`src/rtl/nested_struct_pipe_if.sv`:
```
// Valid/ready stream carrying one flattened nested record
// together with its per-record mode bit.
interface nested_struct_pipe_if #(
   parameter int REC_W = 62
);
   logic             valid;
   logic             ready;
   logic             mode;
   logic [REC_W-1:0] data;

   modport master (
      output valid,
      output mode,
      output data,
      input  ready
   );

   modport slave (
      input  valid,
      input  mode,
      input  data,
      output ready
   );
endinterface

```
`src/rtl/nested_struct_pipe.sv`:
```
// Two-stage handshaked pipeline applying a field transform or bypass
// to a nested packed record; counts deliveries, flags address wrap.
module nested_struct_pipe #(
   parameter int unsigned           ADDR_W   = 8,
   parameter int unsigned           DATA_W   = 32,
   parameter int unsigned           ID_W     = 16,
   parameter int unsigned           CMD_W    = 4,
   parameter int unsigned           ADDR_INC = 1,
   parameter logic [DATA_W-1:0]     DATA_KEY = 32'hDEADBEEF,
   parameter int unsigned           ID_INC   = 100,
   parameter logic [CMD_W-1:0]      CMD_MASK = 4'b1010,
   parameter int unsigned           CNT_W    = 16,
   localparam int unsigned          REC_W    =
      1 + CMD_W + ID_W + ADDR_W + DATA_W + 1
) (
   input  logic                  clk,
   input  logic                  rst,
   nested_struct_pipe_if.slave   in_s,
   nested_struct_pipe_if.master  out_m,
   output logic [CNT_W-1:0]      rec_count_o,
   output logic                  addr_wrap_o
);

   typedef struct packed {
      logic [ADDR_W-1:0] addr;
      logic [DATA_W-1:0] data;
      logic              valid;
   } base_t;

   typedef struct packed {
      logic             ready;
      logic [CMD_W-1:0] cmd;
      logic [ID_W-1:0]  id;
      base_t            base;
   } rec_t;

   logic             s1_valid_q;
   logic             s1_mode_q;
   rec_t             s1_rec_q;
   logic             s2_valid_q;
   logic             s2_mode_q;
   rec_t             s2_rec_q;
   logic [CNT_W-1:0] cnt_q;
   logic             wrap_q;

   logic             s1_adv;
   logic             s2_adv;
   logic             in_fire;
   logic             out_fire;
   rec_t             x_rec_d;
   logic             x_wrap_d;
   logic [ADDR_W:0]  addr_sum;

   assign s2_adv   = !s2_valid_q || out_m.ready;
   assign s1_adv   = !s1_valid_q || s2_adv;
   assign in_fire  = in_s.valid && s1_adv && !rst;
   assign out_fire = s2_valid_q && out_m.ready;

   assign in_s.ready  = s1_adv && !rst;
   assign out_m.valid = s2_valid_q;
   assign out_m.data  = s2_rec_q;
   assign out_m.mode  = s2_mode_q;
   assign rec_count_o = cnt_q;
   assign addr_wrap_o = wrap_q;

   // Every transformed field derives from the original S1 record.
   always_comb begin
      x_rec_d  = s1_rec_q;
      x_wrap_d = 1'b0;
      addr_sum = {1'b0, s1_rec_q.base.addr} + (ADDR_W+1)'(ADDR_INC);
      if (s1_mode_q) begin
         x_rec_d.base.addr  = addr_sum[ADDR_W-1:0];
         x_rec_d.base.data  = s1_rec_q.base.data ^ DATA_KEY;
         x_rec_d.base.valid = s1_rec_q.base.valid & s1_rec_q.ready;
         x_rec_d.id         = s1_rec_q.id + ID_W'(ID_INC);
         x_rec_d.cmd        = s1_rec_q.cmd | CMD_MASK;
         x_rec_d.ready      = s1_rec_q.base.valid;
         x_wrap_d           = addr_sum[ADDR_W];
      end
   end

   always_ff @(posedge clk) begin
      if (rst) begin
         s1_valid_q <= 1'b0;
         s1_mode_q  <= 1'b0;
         s1_rec_q   <= '0;
         s2_valid_q <= 1'b0;
         s2_mode_q  <= 1'b0;
         s2_rec_q   <= '0;
         cnt_q      <= '0;
         wrap_q     <= 1'b0;
      end else begin
         if (s1_adv) begin
            s1_valid_q <= in_fire;
            if (in_fire) begin
               s1_rec_q  <= in_s.data;
               s1_mode_q <= in_s.mode;
            end
         end
         if (s2_adv) begin
            s2_valid_q <= s1_valid_q;
            if (s1_valid_q) begin
               s2_rec_q  <= x_rec_d;
               s2_mode_q <= s1_mode_q;
               if (x_wrap_d) wrap_q <= 1'b1;
            end
         end
         if (out_fire) cnt_q <= cnt_q + CNT_W'(1);
      end
   end

endmodule

```
`src/flat_wrapper.sv`:
```
// flat-port wrapper written by rule: the top's interface ports become plain ports
module nested_struct_pipe_flat 
#(
   parameter int unsigned           ADDR_W   = 8,
   parameter int unsigned           DATA_W   = 32,
   parameter int unsigned           ID_W     = 16,
   parameter int unsigned           CMD_W    = 4,
   parameter int unsigned           ADDR_INC = 1,
   parameter logic [DATA_W-1:0]     DATA_KEY = 32'hDEADBEEF,
   parameter int unsigned           ID_INC   = 100,
   parameter logic [CMD_W-1:0]      CMD_MASK = 4'b1010,
   parameter int unsigned           CNT_W    = 16,
   localparam int unsigned          REC_W    =
      1 + CMD_W + ID_W + ADDR_W + DATA_W + 1
)
  (clk, rst, rec_count_o, addr_wrap_o, in_s_valid, in_s_mode, in_s_data, in_s_ready, out_m_valid, out_m_mode, out_m_data, out_m_ready);
  nested_struct_pipe_if #(.REC_W((62))) in_s_i ();
  nested_struct_pipe_if #(.REC_W((62))) out_m_i ();
  input  logic clk;
  input  logic rst;
  output logic [CNT_W-1:0] rec_count_o;
  output logic addr_wrap_o;
  input wire logic [$bits(in_s_i.valid)-1:0] in_s_valid;
  input wire logic [$bits(in_s_i.mode)-1:0] in_s_mode;
  input wire logic [$bits(in_s_i.data)-1:0] in_s_data;
  output wire logic [$bits(in_s_i.ready)-1:0] in_s_ready;
  output wire logic [$bits(out_m_i.valid)-1:0] out_m_valid;
  output wire logic [$bits(out_m_i.mode)-1:0] out_m_mode;
  output wire logic [$bits(out_m_i.data)-1:0] out_m_data;
  input wire logic [$bits(out_m_i.ready)-1:0] out_m_ready;
  assign in_s_i.valid = in_s_valid;
  assign in_s_i.mode = in_s_mode;
  assign in_s_i.data = in_s_data;
  assign in_s_ready = in_s_i.ready;
  assign out_m_valid = out_m_i.valid;
  assign out_m_mode = out_m_i.mode;
  assign out_m_data = out_m_i.data;
  assign out_m_i.ready = out_m_ready;
  nested_struct_pipe #(.ADDR_W(ADDR_W), .DATA_W(DATA_W), .ID_W(ID_W), .CMD_W(CMD_W), .ADDR_INC(ADDR_INC), .DATA_KEY(DATA_KEY), .ID_INC(ID_INC), .CMD_MASK(CMD_MASK), .CNT_W(CNT_W)) u_core (.clk(clk), .rst(rst), .in_s(in_s_i), .out_m(out_m_i), .rec_count_o(rec_count_o), .addr_wrap_o(addr_wrap_o));
endmodule
```
`config.mk`:
```
export PLATFORM = sky130hd
export DESIGN_NAME = nested_struct_pipe_flat
export DESIGN_NICKNAME = d
export VERILOG_FILES = /design/src/rtl/nested_struct_pipe_if.sv /design/src/rtl/nested_struct_pipe.sv /design/src/flat_wrapper.sv
export SDC_FILE = /design/constraint.sdc
export NUM_CORES = 1
export LEC_CHECK = 0
export BUFFER_PORTS_ARGS = -buffer_cell sky130_fd_sc_hd__buf_2
export CORE_ASPECT_RATIO = 0.9
export CORE_MARGIN = 1
export CORE_UTILIZATION = 55
export CTS_CLUSTER_SIZE = 12
export DETAILED_ROUTE_END_ITERATION = 12
export GPL_ROUTABILITY_DRIVEN = 0
export PLACE_DENSITY = 0.89
export SETUP_SLACK_MARGIN = 0.4
export SLEW_MARGIN = 20
export SYNTH_ARGS = -nofsm -noshare
export SYNTH_HDL_FRONTEND = slang
export SYNTH_SLANG_ARGS = --single-unit
```
`constraint.sdc`:
```
create_clock -name clk -period 2.74 [get_ports clk]
set_input_delay 0.274 -clock clk [delete_from_list [all_inputs] [get_ports clk]]
set_output_delay 0.274 -clock clk [all_outputs]
set_load 0.1 [all_outputs]
```
==> results of run 1 <==
-- cells in the final DEF, fill, tap and decap left out, types with 20 or more instances in the layout --
| cell | synthesis | final |
|---|---|---|
| buf_2 | 13 | 147 |
| dfxtp_1 | 145 | 140 |
| nand2_1 | 105 | 105 |
| nor2_1 | 69 | 69 |
| nand2b_1 | 66 | 66 |
| a211oi_1 | 48 | 48 |
| xnor2_1 | 45 | 45 |
| o21ai_0 | 41 | 41 |
| o21ai_1 | 26 | 26 |
| a21oi_1 | 21 | 20 |
-- area by class of cell --
class	instances	area (um^2)
multi-input combinational	483	2750
inverter	5	18.8
clock inverter	10	159
tap	129	161
antenna	2	5.00
fill	779	3010
sequential	145	2910
clock buffer	20	467
timing repair buffer	155	821
-- cell families (layout without fill, tap and decap cells) --
| family | Yosys count | after routing | share of synthesized area [%] |
|---|---|---|---|
| buf+inv | 52 | 190 | 3.86 |
| xor+xnor | 52 | 52 | 7.77 |
| compound gates | 141 | 141 | 14.6 |
| other cells | 0 | 2 | 0 |
| simple gates | 282 | 282 | 22.7 |
| fa+ha+maj | 3 | 3 | 0.640 |
| flops | 145 | 145 | 49.5 |
| mux | 5 | 5 | 0.896 |
-- registers in the layout, summed over array words and instances, names as in the netlist --
name	cells
u_core.addr_wrap_o	1
u_core.out_m.data	62
u_core.out_m.mode	1
u_core.out_m.valid	1
u_core.rec_count_o	16
u_core.s1_mode_q	1
u_core.s1_rec_q	62
u_core.s1_valid_q	1
-- metrics by stage --
stage	cell area, um^2	util [%]
global placement	6660	64.7
CTS	7280	70.7
global route	7280	70.8
detailed placement	6660	64.7
finish	7290	70.8
floorplan	5870	-
-- critical path, delay by kind of cell, from the launching register on --
kind,cells,cell delay (ns)
buffers and inverters,1,0.45
and+or+nand+nor,1,0.26
AOI/OAI and AO/OA,1,0.16
DFF,1,0.35
-- where the power goes --
group          internal, W  switching, W
clock network      0.00158      0.000836
registers          0.00224     0.0000866
logic             0.000225      0.000680
-- metal layers --
| layer | up-vias | share of wire (%) | track usage, % |
|---|---|---|---|
| met5 | - | 0 | 0 |
| met3 | 22 | 4.7 | 6.64 |
| li1 | 2537 | - | - |
| met2 | 102 | 47 | 35.5 |
| met4 | 0 | 2.1 | 11.2 |
| met1 | 2189 | 47 | 29.3 |
-- worst paths after layout --
check                           end  slack, ns  depth (start not counted)
max                      in_s_ready       0.83                          3
min             u_core.s1_rec_q[42]       0.06                          3
max reg2reg  u_core.rec_count_o[14]       0.98                          5
min reg2reg   u_core.out_m.data[30]       0.45                          2
==> results.toml, run 1 <==
[run_status]
status = "complete, no violations"

[routing]
vias = 4850
drt-vias-per-instance = 5.11
drt_iter0_drc = 255
final_antenna_net_count = 0
wirelength_um = 12300
drc_errors = 0
drt-pass1-iter-count = 4
wl_per_cell_um = 13.0

[clocking]
cts_resized = 0
clk_latency_ns = 0.41
clk_pin_slew_worst_paths_ns = 0.06
cts.sinks = 145
cts.path.max_buffers = 2
numCtsBuffers = 17
root_buffer = "clkbuf_16"
cts_hold_buf = 0
post_cts_buffers = 0
h-tree-depth = 4
cts_tree = "built"

[cells_and_area]
layout-drive-gt1-share_pct = 24.2
area_delta_synth_final_pct = 24.3
layout.nets = 877
fin_cells = 949

[die]
dieWidth_um = 111
core-area_mm2 = 0.0103
rows = 35
dieArea_mm2 = 0.0111
io_pins = 149
start_util_pct = 57.0
fp.dieH_um = 100

[synthesis]
ys_seq_area_share_pct = 49.5
synth_area_leader_cell = "dfxtp_1"
yosysMostFrequentCell = "dfxtp_1"
yosys.area.top_type_share_pct = 49.5
syn_nets = 750
synth_top_flop_cell = "dfxtp_1"
ys_types = 34
synth_seq_cells = 145
netlist_top_cells_count = "dfxtp_1, nand2_1, nor2_1"
synthArstFlopShare_pct = 0
netlist_area_mm2 = 0.00586
synth_edf_count = 0
synth_cells = 680
syn_avg_cell_area_um2 = 8.62
synthTopCellsByArea = "dfxtp_1, nand2b_1, nand2_1"
yosysWarnings = 0

[worst_setup_path]
cp.required_ns = 2.47
r2r_start = "u_core.rec_count_o[0]"
slowest_delay_ns = 0.45
criticalPathCategory = "flop to primary output"
cp.arrival_ns = 1.63
cp-end-kind = "primary output"
setup.worst_path.start_class = "flop"
path_cells = "and2b_1 -> a21oi_2 -> buf_2"
cp-startpoint = "u_core.out_m.valid"
crit_path_top_delay_cell = "buf_2"
cp_max_fo = 6

[global_routing]
antenna_found_initial = 2
track_usage_pct = 22.8
first_global_vias = 4295
grt_remaining_overflow = 0
grt_pass1_wl_um = 20200
grt_max_degree = 87

[timing]
finalMaxSlewViolations = 0
relSlewSlack_pct = 46.8
hold_slack_ns = 0.0557
layout_setup_ws_ns = 0.833
finalCriticalPeriod_ns = 1.91
skew_ns = 0.0112
setup_tns_ns = 0
tightest_slew_ns = 0.799
grt_setup_unrepaired = "no"
min_period_over_period_pct = 69.6
hold_viol_final = 0
setup_viol = 0
fmax_ghz = 0.524

[power_and_ir_drop]
leakage_nw = 2.89
p_per_area_mw_per_mm2 = 775
power_w = 0.00565
ir_drop_mv = 0.500

[place]
dp_cells = 917
pre_cts_slack_ns = 0.968
io_buffers = 148
hpwl_um = 8130

[worst_hold_path]
hold_start = "in_s_data[42]"
hold_class = "input port to flop"

[run]
maxCapViolCount = 0
(Power assumes the default switching activity.)
==> inputs of run 2 (changes only) <==
--- a/config.mk
+++ b/config.mk
@@ -8,11 +8,11 @@
 export BUFFER_PORTS_ARGS = -buffer_cell sky130_fd_sc_hd__buf_2
 export CORE_ASPECT_RATIO = 0.9
 export CORE_MARGIN = 1
-export CORE_UTILIZATION = 55
+export CORE_UTILIZATION = 53
 export CTS_CLUSTER_SIZE = 12
 export DETAILED_ROUTE_END_ITERATION = 12
 export GPL_ROUTABILITY_DRIVEN = 0
-export PLACE_DENSITY = 0.89
+export PLACE_DENSITY = 0.87
 export SETUP_SLACK_MARGIN = 0.4
 export SLEW_MARGIN = 20
 export SYNTH_ARGS = -nofsm -noshare
==> constraint.sdc (replaced) <==
create_clock -name clk -period 2 [get_ports clk]
set_input_delay 0.2 -clock clk [delete_from_list [all_inputs] [get_ports clk]]
set_output_delay 0.2 -clock clk [all_outputs]
set_load 0.1 [all_outputs]
==> run 2 against run 1 <==
Clock power is 27% higher. Register-to-register slack lost 0.64 ns. Critical path type is now flop to flop. Wire length grew 17%. First-iteration DRC count is 30% higher. Combinational power rose by 50%.
==> results.toml, run 2 (same netlist as run 1, synthesis figures left out) <==
[run_status]
status = "complete, no violations"

[clocking]
cts_tree = "built"
cts.sinks = 145
h-tree-depth = 4
numCtsBuffers = 17
clk_latency_ns = 0.41
cts.path.max_buffers = 2
clk_pin_slew_worst_paths_ns = 0.06
root_buffer = "clkbuf_16"

[timing]
finalMaxSlewViolations = 0
setup_tns_ns = 0
fmax_ghz = 0.603
hold_slack_ns = 0.0111
setup_viol = 0
skew_ns = 0.0100
min_period_over_period_pct = 83.0
tightest_slew_ns = 0.507
relSlewSlack_pct = 66.5
grt_setup_unrepaired = "yes"
hold_viol_final = 0
finalCriticalPeriod_ns = 1.66

[worst_setup_path]
cp.required_ns = 2.33
cp_max_fo = 4
cp.arrival_ns = 1.99
setup.worst_path.start_class = "flop"
criticalPathCategory = "flop to flop"
cp-end-kind = "flop"

[global_routing]
antenna_found_initial = 0
grt_max_degree = 83
track_usage_pct = 24.0
grt_pass1_wl_um = 21700
first_global_vias = 4599
grt_remaining_overflow = 0

[routing]
vias = 5233
final_antenna_net_count = 0
wirelength_um = 14400
drt_iter0_drc = 331
drt-vias-per-instance = 5.20
wl_per_cell_um = 14.3
drc_errors = 0
drt-pass1-iter-count = 5

[place]
io_buffers = 148
hpwl_um = 8390

[die]
fp.dieH_um = 102
dieWidth_um = 113
start_util_pct = 54.2
io_pins = 149
dieArea_mm2 = 0.0115
core-area_mm2 = 0.0108
rows = 36

[cells_and_area]
layout.nets = 933
final_cell_mix = "buf_2, dfxtp_1, nand2_1"
nFillCells = 768
final_common_cell = "buf_2"
layout-drive-gt1-share_pct = 25.5
antenna_cells = 0
area_delta_synth_final_pct = 35.6

[run]
maxCapViolCount = 0

[power_and_ir_drop]
ir_drop_mv = 0.830
p_per_area_mw_per_mm2 = 959
leakage_nw = 3.16

[worst_hold_path]
hold_class = "input port to flop"
## run 2: cell count changes in the layout (fill, tap and decap cells not counted), moves of 3 or more
cell	change
dfxtp_1	-11
dlygate4sd3_1	+45
buf_6	+3
buf_4	+5
clkbuf_1	+4
dfxtp_4	+11
## run 2: worst max-delay path: stages, from the launching register on
cell and delay [ns]:
dfxtp_4 0.36, nand4_1 0.24, or4_4 0.51, or3_1 0.32, a21oi_1 0.14
## run 2: timing repair
item | in CTS | in global routing
gates cloned | 0 | 1
setup endpoints to repair | 27 | 15
hold buffers | 44 | 1
buffers inserted | 3 | 4
pin swaps | 2 | 5
endpoints found under the hold margin | 44 | 1
gates resized for setup | 9 | 12
## run 2: cell type report
class                           count  area [um^2]  share of cell area [%]
Inverter                            5         18.8                   0.236
Multi-Input combinational cell    483         2830                    35.6
Timing Repair Buffer              211         1420                    17.8
Clock inverter                      5         77.6                   0.975
Sequential cell                   145         2950                    37.1
Tap cell                          133          166                    2.09
Clock buffer                       24          493                    6.20
## run 2: where the power goes
part           switching [W]  total [W]  internal (W)
registers           0.000130    0.00318       0.00305
clock network        0.00113    0.00308       0.00195
logic               0.000965    0.00136      0.000394
## run 2: final timing paths
kind / slack, ns / depth (start not counted) / start / end
setup / recovery: 0.34 / 4 / u_core.rec_count_o[7] / u_core.rec_count_o[14]
hold / removal: 0.01 / 3 / in_s_data[1] / u_core.s1_rec_q[1]
setup reg to reg: 0.34 / 4 / u_core.rec_count_o[7] / u_core.rec_count_o[14]
hold reg to reg: 0.45 / 2 / u_core.out_m.data[23] / u_core.out_m.data[23]
## run 2: metrics by stage
| stage | instances | util, % | area (um^2) | power (W) | setup WS [ns] |
|---|---|---|---|---|---|
| global placement | 924 | 62.6 | 6770 | 0.00446 | 0.355 |
| global route | 1006 | 73.6 | 7950 | 0.00792 | 0.308 |
| detailed placement | 924 | 62.6 | 6770 | 0.00449 | 0.348 |
| CTS | 1000 | 72.5 | 7840 | 0.00763 | 0.415 |
| floorplan | 680 | - | 5950 | 0.00424 | 0.128 |
| finish | 1006 | 73.6 | 7950 | 0.00762 | 0.340 |
## run 2: per-layer routing
metal | global-route usage, % | routed length [um] | vias up
li1 | - | - | 2646
met1 | 29.0 | 6280 | 2402
met2 | 40.7 | 7250 | 159
met3 | 6.58 | 608 | 26
met4 | 10.4 | 256 | 0
met5 | 0 | 0 | -
==> inputs of run 3 (changes only) <==
==> constraint.sdc (replaced) <==
create_clock -name clk -period 1.7 [get_ports clk]
set_input_delay 0.17 -clock clk [delete_from_list [all_inputs] [get_ports clk]]
set_output_delay 0.17 -clock clk [all_outputs]
set_load 0.1 [all_outputs]
==> run 3 against run 2 <==
The flow now stops in global routing. Synthesized cell count did not move. Area after synthesis did not move.
==> results.toml, run 3 <==
[timing]
postGrtWorstEndpoint = "u_core.rec_count_o[14]$_SDFFE_PP0P_/D"
worst_endpoint_kind = "sequential cell input"

[synthesis]
synth_area_leader_cell = "dfxtp_1"
yosysWarnings = 0
yosysMostFrequentCell = "dfxtp_1"
syn_nets = 750
yosys.area.top_type_share_pct = 49.5
netlist_top_cells_count = "dfxtp_1, nand2_1, nor2_1"
synth_cells = 680
ys_seq_area_share_pct = 49.5
ys_types = 34
synth_edf_count = 0
syn_avg_cell_area_um2 = 8.62
netlist_area_mm2 = 0.00586
synth_top_flop_cell = "dfxtp_1"
synthArstFlopShare_pct = 0
synthTopCellsByArea = "dfxtp_1, nand2b_1, nand2_1"
synth_seq_cells = 145

[clocking]
cts.path.max_buffers = 2
h-tree-depth = 4
cts.sinks = 145
root_buffer = "clkbuf_16"
numCtsBuffers = 17

[run_status]
stop_stage = "global routing"
status = "stopped before the end"
first-error = "[ERROR DPL-0038] Utilization greater than 100%, impossible to legalize"

[place]
hpwl_um = 8880
io_buffers = 148

[die]
fp.dieH_um = 102
start_util_pct = 54.2
dieWidth_um = 113
io_pins = 149
rows = 36

[global_routing]
grt_max_degree = 82
==> run 3: cell counts after synthesis <==
No cell type changed its count.
==> run 3: kinds of logic after synthesis <==
kind of cell | share of synthesized area [%]
buf+inv | 3.86
fa+ha+maj | 0.640
compound gates | 14.6
flops | 49.5
mux | 0.896
xor+xnor | 7.77
simple gates | 22.7
==> run 3: stage by stage <==
step | setup TNS (ns) | setup WS, ns | instances | cell area (um^2) | utilization [%]
detailed placement | 0 | 0.0679 | 942 | 7090 | 65.6
floorplan | -0.429 | -0.171 | 680 | 6260 | -
CTS | 0 | 0.121 | 1101 | 9890 | 91.5
global placement | 0 | 0.102 | 942 | 7090 | 65.6
==> run 3: what timing repair did <==
item | CTS
setup endpoints to repair | 210
pin swaps | 41
gates cloned | 21
hold buffers | 64
gates resized for setup | 199
buffers inserted | 43
endpoints found under the hold margin | 64
==> inputs of run 4 (changes only) <==
--- a/config.mk
+++ b/config.mk
@@ -6,14 +6,11 @@
 export NUM_CORES = 1
 export LEC_CHECK = 0
 export BUFFER_PORTS_ARGS = -buffer_cell sky130_fd_sc_hd__buf_2
-export CORE_ASPECT_RATIO = 0.9
 export CORE_MARGIN = 1
-export CORE_UTILIZATION = 53
-export CTS_CLUSTER_SIZE = 12
+export CORE_UTILIZATION = 40
 export DETAILED_ROUTE_END_ITERATION = 12
 export GPL_ROUTABILITY_DRIVEN = 0
-export PLACE_DENSITY = 0.87
-export SETUP_SLACK_MARGIN = 0.4
+export PLACE_DENSITY_LB_ADDON = 0.15
 export SLEW_MARGIN = 20
 export SYNTH_ARGS = -nofsm -noshare
 export SYNTH_HDL_FRONTEND = slang
==> run 4 against run 3 <==
The run now ends clean.
==> results.toml, run 4 (same netlist as run 1, synthesis figures left out) <==
[worst_setup_path]
cp.arrival_ns = 1.98
setup.worst_path.start_class = "flop"
cp_max_fo = 4
cp.required_ns = 2.04
cp-end-kind = "flop"
criticalPathCategory = "flop to flop"

[global_routing]
track_usage_pct = 18.8
grt_pass1_wl_um = 22400
antenna_found_initial = 0
grt_remaining_overflow = 0
grt_max_degree = 75
first_global_vias = 4850

[timing]
finalMaxSlewViolations = 0
grt_setup_unrepaired = "no"
skew_ns = 0.00578
setup_tns_ns = 0
hold_viol_final = 0
finalCriticalPeriod_ns = 1.63
relSlewSlack_pct = 65.8
hold_slack_ns = 0.0129
min_period_over_period_pct = 96.1
fmax_ghz = 0.612
tightest_slew_ns = 0.512
setup_viol = 0

[routing]
final_antenna_net_count = 0
drt-vias-per-instance = 4.82
drt-pass1-iter-count = 4
vias = 5197
drt_iter0_drc = 274
wl_per_cell_um = 13.2
wirelength_um = 14300
drc_errors = 0

[clocking]
root_buffer = "clkbuf_16"
h-tree-depth = 4
clk_pin_slew_worst_paths_ns = 0.06
cts_tree = "built"
cts.path.max_buffers = 2
cts.sinks = 145
clk_latency_ns = 0.41
numCtsBuffers = 17

[die]
start_util_pct = 41.6
io_pins = 149
dieArea_mm2 = 0.0151
rows = 43
core-area_mm2 = 0.0141
fp.dieH_um = 123
dieWidth_um = 123

[run]
maxCapViolCount = 0

[cells_and_area]
post-route-util_pct = 58.3
final_cell_mix = "buf_2, dfxtp_1, nand2_1"
layout-drive-gt1-share_pct = 25.5
final_common_cell = "buf_2"
antenna_cells = 0
fin_cells = 1079
layout.nets = 956
area_delta_synth_final_pct = 40.1

[power_and_ir_drop]
p_sw_w = 0.00270
ir_drop_mv = 0.655
power.share.sequential_pct = 41.2
p_int_w = 0.00638
p_per_area_mw_per_mm2 = 1110
swShare_pct = 29.7
leakage_nw = 3.25
combPwrFrac_pct = 18.0
pwr-share-clk_pct = 40.8

[place]
io_buffers = 148
dp_cells = 982
hpwl_um = 9240

[run_status]
status = "complete, no violations"

[worst_hold_path]
hold_class = "input port to flop"
run 4: power groups by stage:
| stage | Sequential (W) | Combinational (W) | Clock [W] |
|---|---|---|---|
| 2_1_floorplan | 0.00447 | 0.000508 | 0 |
| 6_report | 0.00374 | 0.00164 | 0.00371 |
| 3_3_place_gp | 0.00380 | 0.00150 | 0 |
| 5_1_grt | 0.00376 | 0.00175 | 0.00395 |
| 4_1_cts | 0.00374 | 0.00163 | 0.00380 |
| 3_5_place_dp | 0.00381 | 0.00152 | 0 |
run 4: worst max-delay path, cell delays in order (launching register included):
cell and delay (ns):
dfxtp_4 0.37, ha_4 0.14, nand3_4 0.07, or4_4 0.54
or3_1 0.33, a21oi_1 0.12
run 4: area by class of cell:
class | instances | area [um^2]
Fill cell | 1224 | 5880
Sequential cell | 145 | 2950
Multi-Input combinational cell | 483 | 2780
Timing Repair Buffer | 234 | 1650
Clock buffer | 20 | 468
Tap cell | 180 | 225
Clock inverter | 12 | 130
Inverter | 5 | 18.8
run 4: path summary, 6_finish.rpt:
path / end / cells past startpoint / from / slack, ns
setup / recovery: u_core.rec_count_o[14] / 5 / u_core.rec_count_o[1] / 0.07
hold / removal: u_core.s1_rec_q[9] / 3 / in_s_data[9] / 0.01
setup reg to reg: u_core.rec_count_o[14] / 5 / u_core.rec_count_o[1] / 0.07
hold reg to reg: u_core.out_m.data[57] / 2 / u_core.s1_rec_q[57] / 0.45
run 4: routing by layer:
| metal | GRT usage (%) | vias to the layer above | share of wire (%) |
|---|---|---|---|
| li1 | - | 2700 | - |
| met1 | 22.2 | 2372 | 44 |
| met2 | 32.6 | 114 | 50 |
| met3 | 5.26 | 11 | 5.4 |
| met4 | 6.78 | 0 | 0.99 |
| met5 | 0 | - | 0 |
run 4: repair_timing:
action,4_1_cts,5_1_grt
resized for setup,0,4
endpoints found under the setup margin,0,37
hold buffers,63,0
buffers inserted,0,1
endpoints found under the hold margin,63,0
run 4: metrics by stage:
step                      instance area, um^2  setup slack (ns)  total power, W
after floorplan                          5930            -0.172         0.00498
after global placement                   6950            0.0893         0.00530
after detailed placement                 6950            0.0762         0.00533
after CTS                                8180            0.0242         0.00917
after global routing                     8210           0.00563         0.00946
final                                    8210            0.0661         0.00908
